File: config.mk
export PLATFORM = sky130hd
export DESIGN_NAME = atmega_eep_sd_bridge
export DESIGN_NICKNAME = d
export VERILOG_FILES = /design/src/rtl/atmega_eep_sd_bridge.sv
export SDC_FILE = /design/constraint.sdc
export NUM_CORES = 1
export LEC_CHECK = 0
export ABC_AREA = 1
export BUFFER_PORTS_ARGS = -buffer_cell sky130_fd_sc_hd__buf_4
export CAP_MARGIN = 20
export CORE_AREA = 2 2 66 68
export CTS_CLUSTER_SIZE = 14
export DETAILED_ROUTE_END_ITERATION = 12
export DIE_AREA = 0 0 68 70
export PLACE_DENSITY = 0.85
export SLEW_MARGIN = 25
export SYNTH_ARGS = -nofsm -noshare
export SYNTH_HDL_FRONTEND = slang
export SYNTH_SLANG_ARGS = --single-unit
File: constraint.sdc
create_clock -name clk -period 1.6 [get_ports clk]
set_input_delay 0.08 -clock clk [delete_from_list [all_inputs] [get_ports clk]]
set_output_delay 0.08 -clock clk [all_outputs]
set_load 0.01 [all_outputs]
File: src/rtl/atmega_eep_sd_bridge.sv
// Bridges the MiSTer sd-block save image and the ATmega EEPROM ext_eep_* port (load on mount, save when dirty).
// Latency: EEPROM writes in the same clk as sd_buff_wr; save bytes follow ext_eep_addr by one clk (EEPROM read latency).
// Backpressure: none; HPS paces everything through sd_ack/sd_buff_wr, and save requests are held in a pending latch.
// Optional autosave after a quiet period is enabled by defining EEP_AUTOSAVE_EN.
module atmega_eep_sd_bridge #(
    parameter int EEP_SIZE = 1024
`ifdef EEP_AUTOSAVE_EN
    , parameter int AUTOSAVE_CYCLES = 24000000
`endif
) (
    input  logic        clk,
    input  logic        rst,
    input  logic        img_mounted,
    input  logic        img_readonly,
    input  logic [63:0] img_size,
    input  logic        save_req,
    input  logic        eep_cpu_wr,
    output logic [31:0] sd_lba,
    output logic        sd_rd,
    output logic        sd_wr,
    input  logic        sd_ack,
    input  logic [8:0]  sd_buff_addr,
    input  logic [7:0]  sd_buff_dout,
    input  logic        sd_buff_wr,
    output logic [7:0]  sd_buff_din,
    output logic [16:0] ext_eep_addr,
    output logic [7:0]  ext_eep_data_in,
    output logic        ext_eep_data_wr,
    input  logic [7:0]  ext_eep_data_out,
    output logic        ext_eep_data_rd,
    output logic        ext_eep_data_en,
    output logic        busy,
    output logic        loaded,
    output logic        dirty
);

    localparam int NBLK = EEP_SIZE / 512;
    localparam int BW   = (NBLK > 1) ? $clog2(NBLK) : 1;

    typedef enum logic [2:0] {IDLE, LD_REQ, LD_XFER, SV_REQ, SV_XFER} state_t;

    state_t        state, state_nx;
    logic [BW-1:0] blk;
    logic          ro;
    logic          pending;
    logic          mount_ok;
    logic          last_blk;
    logic          xfer_end;
    logic          save_go;
    logic          ld_done;
    logic          auto_fire;

    // A mount only triggers a load when the image can hold the whole EEPROM.
    assign mount_ok = (img_size >= 64'(EEP_SIZE));
    assign last_blk = (blk == BW'(NBLK - 1));
    // sd_ack entered high in the XFER states, so a low sd_ack there is the falling edge.
    assign xfer_end = ((state == LD_XFER) || (state == SV_XFER)) && !sd_ack;
    // A mount in the same clk always wins over a save.
    assign save_go  = (state == IDLE) && !img_mounted && loaded && !ro && dirty && (pending || save_req);
    assign ld_done  = (state == LD_XFER) && !sd_ack && last_blk && !img_mounted;

`ifdef EEP_AUTOSAVE_EN
    logic [31:0] quiet_cnt;

    // Quiet-time counter: reload on every CPU write, count down while dirty and idle.
    always_ff @(posedge clk or negedge rst) begin
        if (!rst) begin
            quiet_cnt <= 32'd0;
        end else if (eep_cpu_wr) begin
            quiet_cnt <= 32'(AUTOSAVE_CYCLES);
        end else if (dirty && (state == IDLE) && (quiet_cnt != 32'd0)) begin
            quiet_cnt <= quiet_cnt - 32'd1;
        end
    end

    assign auto_fire = !eep_cpu_wr && dirty && (state == IDLE) && (quiet_cnt == 32'd1);
`else
    assign auto_fire = 1'b0;
`endif

    // State register.
    always_ff @(posedge clk or negedge rst) begin
        if (!rst) begin
            state <= IDLE;
        end else begin
            state <= state_nx;
        end
    end

    // Next-state logic; a mount aborts any transfer and restarts from the idle rule.
    always_comb begin
        state_nx = state;
        case (state)
            IDLE:    if (save_go) state_nx = SV_REQ;
            LD_REQ:  if (sd_ack) state_nx = LD_XFER;
            LD_XFER: if (!sd_ack) state_nx = last_blk ? IDLE : LD_REQ;
            SV_REQ:  if (sd_ack) state_nx = SV_XFER;
            SV_XFER: if (!sd_ack) state_nx = last_blk ? IDLE : SV_REQ;
            default: state_nx = IDLE;
        endcase
        if (img_mounted) begin
            state_nx = mount_ok ? LD_REQ : IDLE;
        end
    end

    // Block counter, image attributes and status flags.
    always_ff @(posedge clk or negedge rst) begin
        if (!rst) begin
            blk     <= '0;
            ro      <= 1'b0;
            loaded  <= 1'b0;
            dirty   <= 1'b0;
            pending <= 1'b0;
        end else begin
            if (img_mounted || save_go) begin
                blk <= '0;
            end else if (xfer_end && !last_blk) begin
                blk <= blk + 1'b1;
            end

            if (img_mounted && mount_ok) begin
                ro <= img_readonly;
            end

            if (img_mounted) begin
                loaded <= 1'b0;
            end else if (ld_done) begin
                loaded <= 1'b1;
            end

            // CPU writes win over the snapshot clear so a write during save forces a re-save.
            if (eep_cpu_wr) begin
                dirty <= 1'b1;
            end else if (img_mounted || save_go || ld_done) begin
                dirty <= 1'b0;
            end

            if (img_mounted || save_go) begin
                pending <= 1'b0;
            end else if (save_req || auto_fire) begin
                pending <= 1'b1;
            end
        end
    end

    // Output decode: HPS requests in REQ states, EEPROM port ownership in XFER states.
    always_comb begin
        sd_lba          = 32'(blk);
        sd_rd           = 1'b0;
        sd_wr           = 1'b0;
        sd_buff_din     = 8'd0;
        ext_eep_addr    = 17'd0;
        ext_eep_data_in = 8'd0;
        ext_eep_data_wr = 1'b0;
        ext_eep_data_rd = 1'b0;
        ext_eep_data_en = 1'b0;
        busy            = (state != IDLE);
        case (state)
            LD_REQ:  sd_rd = !img_mounted;
            SV_REQ:  sd_wr = !img_mounted;
            LD_XFER: begin
                ext_eep_data_en = 1'b1;
                ext_eep_addr    = 17'({blk, sd_buff_addr});
                ext_eep_data_wr = sd_buff_wr;
                ext_eep_data_in = sd_buff_dout;
            end
            SV_XFER: begin
                ext_eep_data_en = 1'b1;
                ext_eep_data_rd = 1'b1;
                ext_eep_addr    = 17'({blk, sd_buff_addr});
                sd_buff_din     = ext_eep_data_out;
            end
            default: ;
        endcase
    end

endmodule

==> results.json <==
{
  "die_h_microns": 70,
  "routed_wl_mm": 3.233,
  "stdcell_count": 382,
  "grt_pass1_vias": 1294,
  "critPathArrivalTime_ns": 1.35,
  "io_pins": 170,
  "synthTopCellsByArea": "buf_4 25%, nor2_1 22%, dfrtp_1 17%",
  "use_met2": 0.2513,
  "ys_seq_elements": 8,
  "dp_hpwl_mm": 2.869,
  "core_region_area_sq_mm": 0.004144,
  "area_growth_pct": 73.55,
  "gp_congestion": 0.7979,
  "critPathLaunchType": "register",
  "clockRootBuffer": "clkbuf_8",
  "grt-ovfl-total": 0,
  "grt_use_total": 0.1300,
  "end_kind": "primary output",
  "power_density_mw_per_mm2": 734.4,
  "drtIter0Drc": 19,
  "viasPerCell": 3.942,
  "busiest_layer": "met2",
  "postPlaceCellArea_sq_mm": 0.001994,
  "grt_max_degree": 11,
  "syn_inst": 208,
  "min_period_ns": 1.431,
  "vias": 1506,
  "fin_area_sq_mm": 0.002052,
  "synth_top_area_frac": 0.2476,
  "yosys-top-cells-count": "68 x nor2_1, 39 x buf_4, 36 x inv_1",
  "die_x_microns": 68,
  "grt_pass1_wl_mm": 4.954,
  "post-place-cells": 378,
  "drive_above_1_share": 0.4182,
  "portBuffers": 121,
  "fp-row-count": 24,
  "cts_made_buffers": 3,
  "cp_max_fo": 10,
  "ir_drop_v": 0.0004457,
  "diodes": 0,
  "syn_area_sq_mm": 0.001182,
  "antenna_found_initial": 0,
  "start_util": 0.2853,
  "wl_per_cell_microns": 8.463,
  "nets": 429,
  "synthMostInstantiatedCell": "nor2_1",
  "maxSlewViolCount": 0,
  "outcome": "completed",
  "path_clk_slew_ns": 0.04,
  "finalHoldViolCount": 0,
  "tritoncts": "built",
  "synth_top_cell_by_area": "buf_4",
  "htreeDepth": 1,
  "fin_setup_tns_ns": 0,
  "hold_path_class": "in -> reg",
  "ys.flop_type": "dfrtp_1",
  "cp.required_ns": 1.52,
  "finalSetupViolations": 0,
  "globalRouteMet3Util": 0.02415,
  "clkLatencyLatePin_ns": 0.23,
  "firstDrtPassIters": 4,
  "ys_seq_area_frac": 0.1693,
  "crit_type": "reg -> out",
  "dieArea_sq_mm": 0.004760,
  "yosysWarnings": 0,
  "cts_sinks": 8,
  "drc": 0,
  "postCtsSetupBuffers": 0,
  "skew_ns": 0.003294,
  "ys_types": 24,
  "ant_nets": 0,
  "grtUsageMet1": 0.1282,
  "async_flop_share": 1.000,
  "rsz0062_at_grt": "false",
  "clk_path_buf_depth": 2,
  "post-route-period-util": 0.8942,
  "cap_viol_max_count": 0,
  "fillCellCount": 419,
  "syn_avg_cell_area_sq_um": 5.685,
  "leakagePower_nw": 1.270,
  "max_freq_mhz": 699.0,
  "synth_edf_count": 0
}
==> metrics by stage <==
step                      utilization  setup WS [ns]  hold slack [ns]  power, mW
final                          0.4952         0.1693          0.04559      1.507
after global routing           0.4952        0.01554          0.04947      1.650
after CTS                      0.4937         0.1092          0.04381      1.509
after detailed placement       0.4813         0.2916         -0.09456      1.250
after global placement         0.4813         0.2994         -0.09791      1.230
after floorplan                     -         0.3555          -0.2156     0.8731
==> report_power, final <==
part	switching [mW]	internal [mW]	total (mW)
logic	0.500	0.453	0.953
clock network	0.0846	0.163	0.248
registers	0.0584	0.247	0.306
total	0.643	0.864	1.51
==> worst max-delay path: stages, from the launching register on <==
cell and delay [ns]:
dfrtp_2 0.44, nor2_4 0.14, nand2_4 0.10, nand2_4 0.12, inv_2 0.09, nor2_1 0.10
buf_4 0.13
==> flip-flops by register name, summed over array words and instances (netlist names) <==
signal	flops
state	3
pending	1
ro	1
blk	1
dirty	1
loaded	1
==> cell families after synthesis <==
logic type	after synthesis	synth area share
DFF	8	0.1693
AOI/OAI and AO/OA	12	0.06878
buffers and inverters	81	0.3884
and+or+nand+nor	106	0.3704
other	1	0.003172
==> metal layers <==
layer | part of all wire | vias up | routed length (microns)
met5 | 0 | - | 0
li1 | - | 773 | -
met1 | 0.33 | 636 | 1061
met4 | 0.0043 | 0 | 14
met2 | 0.53 | 93 | 1728
met3 | 0.13 | 4 | 428
==> layout make-up <==
type                            count  area [sq um]  share of cell area
Timing Repair Buffer              123         925.9              0.4512
Multi-Input combinational cell    156         666.9              0.3250
Sequential cell                     8         201.4             0.09817
Inverter                           40         151.4             0.07378
Tap cell                           52         65.06             0.03171
Clock buffer                        3         41.29             0.02012
==> layout by cell type (no fill, tap or decap), types with 4 or more instances in the layout <==
cell / instances
a21oi_1: 4
dfrtp_1: 7
inv_1: 36
buf_4: 122
nor2_1: 68
nand3_1: 4
nand2_1: 24
conb_1: 38
==> path summary, 6_finish.rpt <==
path | to | slack [ns] | startpoint | depth (start not counted)
max in group asynchronous | state[1] | 1.26 | rst | 2
min in group asynchronous | loaded | 0.20 | rst | 2
worst max register to register | state[0] | 0.27 | state[0] | 8
worst min-delay path | dirty | 0.05 | eep_cpu_wr | 2
worst max-delay path | ext_eep_addr[2] | 0.17 | state[1] | 6
worst min register to register | ro | 0.49 | ro | 2
==> repair_timing <==
item / 4_1_cts / 5_1_grt
hold buffers: 1 / 0
hold endpoints to repair: 8 / 0
gates resized for setup: 0 / 2
endpoints found under the setup margin: 0 / 9
No activity file was read; power rests on OpenSTA's default activity.
